File: src/rtl/mem_arbiter.sv
// Round-robin arbiter that lets an instruction-fetch port and a data port share one memory port.
// Each access waits for mem_rdy, or is aborted after TIMEOUT wait cycles with rdata forced to 0 and err latched.
module mem_arbiter #(
  parameter int ADDR_W  = 32,
  parameter int DATA_W  = 32,
  parameter int TIMEOUT = 15
) (
  input  logic              clk,
  input  logic              rst,
  input  logic              if_req,
  input  logic [ADDR_W-1:0] if_addr,
  output logic [DATA_W-1:0] if_rdata,
  output logic              if_ack,
  input  logic              d_req,
  input  logic              d_we,
  input  logic [ADDR_W-1:0] d_addr,
  input  logic [DATA_W-1:0] d_wdata,
  output logic [DATA_W-1:0] d_rdata,
  output logic              d_ack,
  output logic              mem_en,
  output logic              mem_we,
  output logic [ADDR_W-1:0] mem_addr,
  output logic [DATA_W-1:0] mem_wdata,
  input  logic [DATA_W-1:0] mem_rdata,
  input  logic              mem_rdy,
  output logic              err
);

  localparam int CNT_W = (TIMEOUT < 2) ? 1 : $clog2(TIMEOUT + 1);

  typedef enum logic [1:0] {IDLE, SERVE_I, SERVE_D} state_t;

  state_t              state, state_nxt;
  logic                last_d, last_d_nxt;
  logic [ADDR_W-1:0]   addr_q, addr_nxt;
  logic                we_q, we_nxt;
  logic [DATA_W-1:0]   wdata_q, wdata_nxt;
  logic [CNT_W-1:0]    wait_cnt, wait_cnt_nxt;
  logic [DATA_W-1:0]   if_rdata_nxt, d_rdata_nxt, rd_val;
  logic                if_ack_nxt, d_ack_nxt, err_nxt;
  logic                i_ok, d_ok, pick_d, timeout_hit, done;

  always_comb begin
    // A requester still seeing its ack this cycle is finishing, not asking again.
    i_ok        = if_req && !if_ack;
    d_ok        = d_req && !d_ack;
    pick_d      = d_ok && (!i_ok || !last_d);
    timeout_hit = !mem_rdy && (wait_cnt == CNT_W'(TIMEOUT - 1));
    done        = mem_rdy || timeout_hit;
    rd_val      = mem_rdy ? mem_rdata : '0;

    state_nxt    = state;
    last_d_nxt   = last_d;
    addr_nxt     = addr_q;
    we_nxt       = we_q;
    wdata_nxt    = wdata_q;
    wait_cnt_nxt = wait_cnt;
    if_rdata_nxt = if_rdata;
    d_rdata_nxt  = d_rdata;
    if_ack_nxt   = 1'b0;
    d_ack_nxt    = 1'b0;
    err_nxt      = err;

    case (state)
      IDLE: begin
        if (i_ok || d_ok) begin
          wait_cnt_nxt = '0;
          last_d_nxt   = pick_d;
          if (pick_d) begin
            state_nxt = SERVE_D;
            addr_nxt  = d_addr;
            we_nxt    = d_we;
            wdata_nxt = d_wdata;
          end else begin
            state_nxt = SERVE_I;
            addr_nxt  = if_addr;
            we_nxt    = 1'b0;
            wdata_nxt = '0;
          end
        end
      end
      SERVE_I, SERVE_D: begin
        if (done) begin
          state_nxt = IDLE;
          if (!mem_rdy) err_nxt = 1'b1;
          if (state == SERVE_I) begin
            if_ack_nxt   = 1'b1;
            if_rdata_nxt = rd_val;
          end else begin
            d_ack_nxt = 1'b1;
            if (!we_q) d_rdata_nxt = rd_val;
          end
        end else begin
          wait_cnt_nxt = wait_cnt + CNT_W'(1);
        end
      end
      default: state_nxt = IDLE;
    endcase
  end

  always_ff @(posedge clk or negedge rst) begin
    if (!rst) begin
      state    <= IDLE;
      last_d   <= 1'b1;
      addr_q   <= '0;
      we_q     <= 1'b0;
      wdata_q  <= '0;
      wait_cnt <= '0;
      if_rdata <= '0;
      d_rdata  <= '0;
      if_ack   <= 1'b0;
      d_ack    <= 1'b0;
      err      <= 1'b0;
    end else begin
      state    <= state_nxt;
      last_d   <= last_d_nxt;
      addr_q   <= addr_nxt;
      we_q     <= we_nxt;
      wdata_q  <= wdata_nxt;
      wait_cnt <= wait_cnt_nxt;
      if_rdata <= if_rdata_nxt;
      d_rdata  <= d_rdata_nxt;
      if_ack   <= if_ack_nxt;
      d_ack    <= d_ack_nxt;
      err      <= err_nxt;
    end
  end

  assign mem_en    = (state != IDLE);
  assign mem_we    = mem_en && we_q;
  assign mem_addr  = addr_q;
  assign mem_wdata = wdata_q;

endmodule

File: config.mk
export PLATFORM = sky130hd
export DESIGN_NAME = mem_arbiter
export DESIGN_NICKNAME = d
export VERILOG_FILES = /design/src/rtl/mem_arbiter.sv
export SDC_FILE = /design/constraint.sdc
export NUM_CORES = 1
export LEC_CHECK = 0
export CAP_MARGIN = 20
export CORE_MARGIN = 4
export CORE_UTILIZATION = 37
export DETAILED_ROUTE_END_ITERATION = 8
export PLACE_DENSITY = 0.82
export SLEW_MARGIN = 20
export SYNTH_ARGS = -nofsm -noshare
export SYNTH_HDL_FRONTEND = slang
export SYNTH_SLANG_ARGS = --single-unit
File: constraint.sdc
create_clock -name clk -period 1.6 [get_ports clk]
set_input_delay 0.4 -clock clk [delete_from_list [all_inputs] [get_ports clk]]
set_output_delay 0.4 -clock clk [all_outputs]
set_load 0.03 [all_outputs]
==> flow_summary_export.csv, run 1 <==
group,metric,value,unit
timing,timing.final.hold_violations,0,
placement,place.detailed.hpwl,12.0,mm
synth,synth_top_cells_by_area,"dfrtp_1 (63%), a22o_1 (15%), a222oi_1 (5.7%)",
route,routedWlPerCell,21.0,um
floorplanning,fp.dieArea,16700,um^2
setup_path,critPathLaunchType,"flop",
floorplanning,die_h,129,um
global_route,global_route.usage.total,0.208,
layout,area.sequential,3480,um^2
synth,synth_largest_type_area_fraction,0.635,
floorplanning,die_width,129,um
synth,synth_enable_flop_cells,0,
setup_path,critPathRequiredTime,1.20,ns
min_path,worstHoldPathType,"primary input to asynchronous set/reset pin",
timing,final.setup_skew,0.00707,ns
placement,detailed_place.area,8430,um^2
setup_path,regToRegStartpoint,"state[0]$_DFFE_PN0P_",
synth,yosysWarnings,0,
power_and_ir_drop,cellInternalPower,0.0121,W
floorplanning,floorplan.rows,44,
power_and_ir_drop,vdd.ir_drop.worst,1050,uV
synth,post_synth_most_frequent_cells,"dfrtp_1 (138), a22o_1 (95), inv_1 (37)",
synth,yosys_most_used_dff,"dfrtp_1",
floorplanning,starting_density_of_the_core,0.376,
timing,min_period,1.72,ns
timing,slew_limit_fails,0,
timing,rsz0062_at_grt,"true",
layout,area_growth_syn_to_layout,71.5,%
timing,timing.final.ws_setup,-0.123,ns
cts,max_h_tree_level,4,
layout,antenna_cells_inserted,0,
timing,worst_slew_pin_slew,0.437,ns
route,avgViaCountPerCell,5.36,
setup_path,timing.critical_path.arrival,1.32,ns
synth,synth.cell_area,5440,um^2
synth,syn-mean-instance-area,14.0,um^2
route,num_vias,4793,
route,first_pass_iters,7,
power_and_ir_drop,power.leakage,4.45,nW
power_and_ir_drop,switching_share,0.417,
setup_path,critical_path.reg2reg.endpoint,"mem_addr[18]$_DFFE_PN0P_",
synth,async_flop_share,1.00,
cts,numClockSinks,139,
outcome,status,"complete, but fails checks",
setup_path,worstSetupEndpoint,"mem_en",
route,drcViolationCount,0,
global_route,first_pass_grt_wire_length,27.1,mm
power_and_ir_drop,sequential_share_of_power,0.293,
setup_path,endpoint_kind,"output port",
timing,worst_hold_slack,0.389,ns
power_and_ir_drop,pwr_density_cell,2230,nW/um^2
setup_path,worstSetupStartpoint,"state[1]$_DFFE_PN0P_",
cts,library_cell_used_as_clock_root_buffer,"clkbuf_16",
floorplanning,boundaryPins,267,
power_and_ir_drop,p_switching,0.00866,W
outcome,failed_checks,"setup timing",
route,postRouteWirelength,18.8,mm
synth,synth_sequential_area_ratio,0.639,
layout,n_fill_cell,1094,
global_route,via_count_of_the_first_global_routing_pass,5020,
synth,synth.net_count,526,
synth,yosys.cell_types.count,41,
timing,timing.fmax,580,MHz
setup_path,timing_worst_setup_path_type,"flop to output port",
layout,post_layout_nonfiller_instances,894,
placement,placement.io_buffers,266,
timing,finalSetupViolations,64,
synth,most_area_hungry_cell_type_in_the_yosys_netlist,"dfrtp_1",
route,drt_first_iter_violations,402,
timing,slew_headroom,0.708,
floorplanning,core_area,14500,um^2
cts,cts_buffers,17,
layout,multi_input_comb_area,1690,um^2
layout,design.final.nets,835,
cts,max-clock-path-buffers,2,
synth,synth_seq_cells,139,
route,route.antenna.remaining_nets,0,
layout,design_area,9330,um^2
setup_path,r2r_setup_slack,-0.09,ns
power_and_ir_drop,comb_power_share,0.513,
power_and_ir_drop,share_clk_of_total_power,0.194,
cts,clk_pin_slew_worst_paths,0.06,ns
cts,clkLatencyLatePin,0.41,ns
synth,synthesis.instances,388,
placement,post-place-cells,834,
run,max_cap_violations,0,
global_route,global_route.overflow_total,0,
power_and_ir_drop,totalPowerFinal,0.0208,W
setup_path,worst-path-max-fanout,3,
synth,yosysMostFrequentCell,"dfrtp_1",
cts,tritoncts,"done",
layout,final_layout_size_suffix_gt1_frac,0.230,
global_route,grt_start_max_net_pins,57,
placement,gp_congestion,0.786,
timing,post-route-period-util,1.08,
setup_path,worstRegToRegCells,9,
global_route,number_of_antenna_violations_at_the_first_check_in_global_routing,0,
critical path, stage by stage, from the launching register on:
cell and delay, ns:
dfrtp_1 0.38, inv_2 0.09, ha_4 0.17, inv_4 0.04, buf_6 0.11, buf_12 0.13
metal layers:
layer | vias to the layer above | wire, um | GRT usage
met5 | - | 0 | 0
met4 | 0 | 529 | 0.0859
met3 | 39 | 1090 | 0.0511
met2 | 217 | 9680 | 0.348
met1 | 2419 | 7510 | 0.260
li1 | 2118 | - | -
layout by cell type, fill, tap and decap left out, types with 4 or more instances in the layout:
| master | instances |
|---|---|
| dfrtp_1 | 137 |
| clkdlybuf4s50_1 | 132 |
| a22o_1 | 95 |
| clkdlybuf4s15_1 | 67 |
| clkbuf_2 | 40 |
| inv_1 | 35 |
| a222oi_1 | 31 |
| buf_4 | 22 |
| clkbuf_16 | 20 |
| dlygate4sd2_1 | 19 |
| buf_6 | 17 |
| buf_12 | 12 |
| o21ai_0 | 7 |
| clkinv_2 | 4 |
| clkdlybuf4s15_2 | 4 |
power groups by stage:
| stage | registers [W] | logic [W] | clock network (W) |
|---|---|---|---|
| after floorplan | 0.00887 | 0.00313 | 0 |
| after global placement | 0.00598 | 0.0103 | 0 |
| after detailed placement | 0.00605 | 0.0106 | 0 |
| after CTS | 0.00601 | 0.0102 | 0.00411 |
| after global routing | 0.00625 | 0.0112 | 0.00427 |
| final | 0.00609 | 0.0107 | 0.00403 |
state kept, by name, indices dropped and copies added, names as in the netlist, 2 cells and up:
| name | count |
|---|---|
| wait_cnt | 4 |
| if_rdata | 32 |
| d_rdata | 32 |
| mem_addr | 32 |
| state | 2 |
| mem_wdata | 32 |
final cells by class:
class	count	share of cell area
clock buffers	18	0.0471
clock inverters	14	0.0181
inverters	38	0.0156
multi-input cells	181	0.181
flip-flops and latches	139	0.373
well taps	184	0.0247
repair buffers	320	0.341
worst min path at each step:
stage                     from                      end  slack [ns]  depth (start not counted)
after detailed placement   rst  if_rdata[4]$_DFFE_PN0P_        0.25                          1
after floorplan            rst          d_ack$_DFF_PN0_        0.10                          0
after global placement     rst  if_rdata[4]$_DFFE_PN0P_        0.25                          1
after CTS                  rst  if_rdata[4]$_DFFE_PN0P_        0.38                          2
after global routing       rst  if_rdata[6]$_DFFE_PN0P_        0.39                          2
final                      rst  if_rdata[4]$_DFFE_PN0P_        0.39                          2
timing repair:
item,4_1_cts,5_1_grt
hold endpoints to repair,16,0
cloned,4,6
buffers inserted,8,12
resized for setup,202,130
setup endpoints to repair,193,220
hold buffers,1,0
pin swaps,21,15
through the flow:
stage / setup TNS [ns] / setup WS (ns) / utilization
after floorplan: 0 / 0.0114 / -
after global placement: -36.05 / -0.364 / 0.582
after detailed placement: -40.61 / -0.397 / 0.582
after CTS: -1.83 / -0.123 / 0.635
after global routing: -6.42 / -0.190 / 0.644
final: -3.04 / -0.123 / 0.644
logic make-up (layout without fill, tap and decap cells):
group,after synthesis,after routing,share of synthesized area
adder cells (fa/ha/maj),4,4,0.00920
flip-flops,139,139,0.639
multiplexers,3,3,0.00552
AO/OA/AOI/OAI,145,146,0.238
AND/OR/NAND/NOR,28,28,0.0359
buffers and inverters,69,390,0.0722
Note: power is estimated with default switching activity, not from simulation.
==> run 2: changes to the inputs <==
GPL_TIMING_DRIVEN = 0   (was default)
PLACE_DENSITY = 0.77   (was 0.82)
==> run 2 against run 1 <==
The flow still finishes with violations (setup timing). Flip-flop and latch count stayed put. Die area did not move. Non-clock buffer count up 2. Clock power shrank 4%. Worst hold slack improved by 0.094 ns. Worst setup slack gained 0.048 ns.
==> flow_summary_export.csv, run 2 (synthesis results as in run 1) <==
group,metric,value,unit
outcome,status,"complete, but fails checks",
outcome,failed_checks,"setup timing",
setup_path,worst-path-max-fanout,4,
timing,min_period,1.67,ns
setup_path,regToRegStartpoint,"wait_cnt[1]$_DFFE_PN0P_",
floorplanning,core_area,14500,um^2
min_path,worstHoldPathType,"flop to flop",
power_and_ir_drop,sequential_share_of_power,0.296,
power_and_ir_drop,switching_share,0.418,
timing,timing.fmax,597,MHz
power_and_ir_drop,power.leakage,4.43,nW
setup_path,critical_path.reg2reg.endpoint,"if_rdata[19]$_DFFE_PN0P_",
setup_path,critical_path.max_stage_delay,0.36,ns
cts,clk_pin_slew_worst_paths,0.05,ns
route,drt_first_iter_violations,350,
timing,slew_limit_fails,0,
cts,numClockSinks,139,
route,avgViaCountPerCell,5.29,
global_route,via_count_of_the_first_global_routing_pass,5056,
floorplanning,die_h,129,um
timing,rsz0062_at_grt,"true",
route,postRouteWirelength,18.5,mm
setup_path,endpoint_kind,"output port",
power_and_ir_drop,share_clk_of_total_power,0.188,
setup_path,crit_path_top_delay_cell,"dfrtp_1",
timing,finalSetupViolations,62,
power_and_ir_drop,vdd.ir_drop.worst,1260,uV
power_and_ir_drop,pwr_density_cell,2200,nW/um^2
timing,timing.final.hold_violations,0,
route,first_pass_iters,7,
layout,final_layout_size_suffix_gt1_frac,0.219,
cts,max_h_tree_level,4,
timing,worst_slew_pin_slew,0.500,ns
route,routedWlPerCell,20.7,um
layout,design_area,9330,um^2
setup_path,worstSetupStartpoint,"state[1]$_DFFE_PN0P_",
placement,place.detailed.hpwl,13.0,mm
layout,area_growth_syn_to_layout,71.5,%
setup_path,worstSetupEndpoint,"mem_we",
floorplanning,floorplan.rows,44,
run,max_cap_violations,0,
route,drcViolationCount,0,
placement,gp_congestion,0.828,
placement,detailed_place.area,8380,um^2
route,num_vias,4735,
global_route,first_pass_grt_wire_length,27.5,mm
route,route.antenna.remaining_nets,0,
timing,final.setup_skew,0.00883,ns
timing,post-route-period-util,1.05,
cts,max-clock-path-buffers,2,
cts,cts_buffers,17,
layout,design.final.nets,836,
floorplanning,starting_density_of_the_core,0.376,
layout,antenna_cells_inserted,0,
power_and_ir_drop,p_switching,0.00857,W
power_and_ir_drop,comb_power_share,0.516,
global_route,grt_start_max_net_pins,77,
layout,layout.cells.most_common,"dfrtp_1",
setup_path,timing_worst_setup_path_type,"flop to output port",
layout,layout_common_cells,"dfrtp_1 (138), clkdlybuf4s50_1 (132), a22o_1 (95), clkdlybuf4s15_1 (77), inv_1 (34)",
cts,tritoncts,"done",
setup_path,r2r_setup_slack,-0.07,ns
global_route,global_route.usage.total,0.213,
timing,timing.final.ws_setup,-0.0748,ns
setup_path,worstRegToRegCells,6,
setup_path,critical_path.cell_chain,"inv_2 > ha_4 > nor2b_2 > buf_6",
power_and_ir_drop,cellInternalPower,0.0119,W
timing,setup-tns-final,-2.09,ns
floorplanning,die_width,129,um
setup_path,critPathRequiredTime,1.20,ns
floorplanning,boundaryPins,267,
layout,final_core_util,0.644,
power_and_ir_drop,totalPowerFinal,0.0205,W
timing,slew_headroom,0.667,
floorplanning,fp.dieArea,16700,um^2
cts,clkLatencyLatePin,0.41,ns
global_route,global_route.overflow_total,0,
setup_path,critPathLaunchType,"flop",
global_route,number_of_antenna_violations_at_the_first_check_in_global_routing,0,
placement,placement.io_buffers,266,
cts,library_cell_used_as_clock_root_buffer,"clkbuf_16",
setup_path,timing.critical_path.arrival,1.27,ns
## run 2: worst min-delay path by stage
| stage | start | slack [ns] | cells after the start | end |
|---|---|---|---|---|
| after floorplan | rst | 0.10 | 0 | d_ack$_DFF_PN0_ |
| after global placement | mem_addr[31]$_DFFE_PN0P_ | 0.46 | 2 | mem_addr[31]$_DFFE_PN0P_ |
| after detailed placement | rst | 0.37 | 1 | if_rdata[7]$_DFFE_PN0P_ |
| after CTS | err$_DFFE_PN0P_ | 0.48 | 1 | err$_DFFE_PN0P_ |
| after global routing | last_d$_DFFE_PN1P_ | 0.51 | 2 | last_d$_DFFE_PN1P_ |
| final | mem_addr[31]$_DFFE_PN0P_ | 0.48 | 2 | mem_addr[31]$_DFFE_PN0P_ |
## run 2: metrics by stage
step | worst slack [ns] | instances | hold WS [ns]
global placement | -5.09 | 838 | 0.461
CTS | -0.129 | 886 | 0.482
finish | -0.0748 | 895 | 0.483
detailed placement | -0.514 | 839 | 0.372
floorplan | 0.0114 | 388 | 0.104
global route | -0.161 | 895 | 0.506
## run 2: routing by layer
layer	wire length, um	vias up	global-route usage
li1	-	2110	-
met2	9510	207	0.361
met5	0	-	0
met4	621	0	0.0889
met1	7300	2377	0.262
met3	1060	41	0.0503
## run 2: worst max-delay path, delay by kind of cell, from the launching register on
kind | cells | cell delay [ns]
fa+ha+maj | 1 | 0.18
buf+inv | 2 | 0.21
simple gates | 1 | 0.12
flops | 1 | 0.36
## run 2: layout make-up
cell class                      instances  area [um^2]
Buffer                                 29          324
Clock buffer                           20          457
Clock inverter                         12          121
Fill cell                            1089         5150
Inverter                               38          145
Multi-Input combinational cell        180         1670
Sequential cell                       139         3480
Tap cell                              184          230
Timing Repair Buffer                  293         2910
## run 2: repair_timing
| action | in CTS | in global routing |
|---|---|---|
| setup endpoints to repair | 222 | 186 |
| hold buffers | 1 | 0 |
| buffers inserted | 10 | 6 |
| cloned | 5 | 4 |
| endpoints found under the hold margin | 63 | 0 |
| resized for setup | 243 | 119 |
| pin swaps | 33 | 41 |
## run 2: power by group through the flow
stage / Clock, W / Combinational (W) / Sequential [W]
after global placement: 0 / 0.0103 / 0.00599
final: 0.00385 / 0.0106 / 0.00606
after CTS: 0.00391 / 0.0102 / 0.00600
after global routing: 0.00407 / 0.0111 / 0.00621
after detailed placement: 0 / 0.0105 / 0.00604
after floorplan: 0 / 0.00313 / 0.00887
==> run 3: changes to the inputs <==
CAP_MARGIN = default   (was 20)
==> results of run 3 <==
Same layout as run 2: the final DEF is identical, and so are final timing and power.
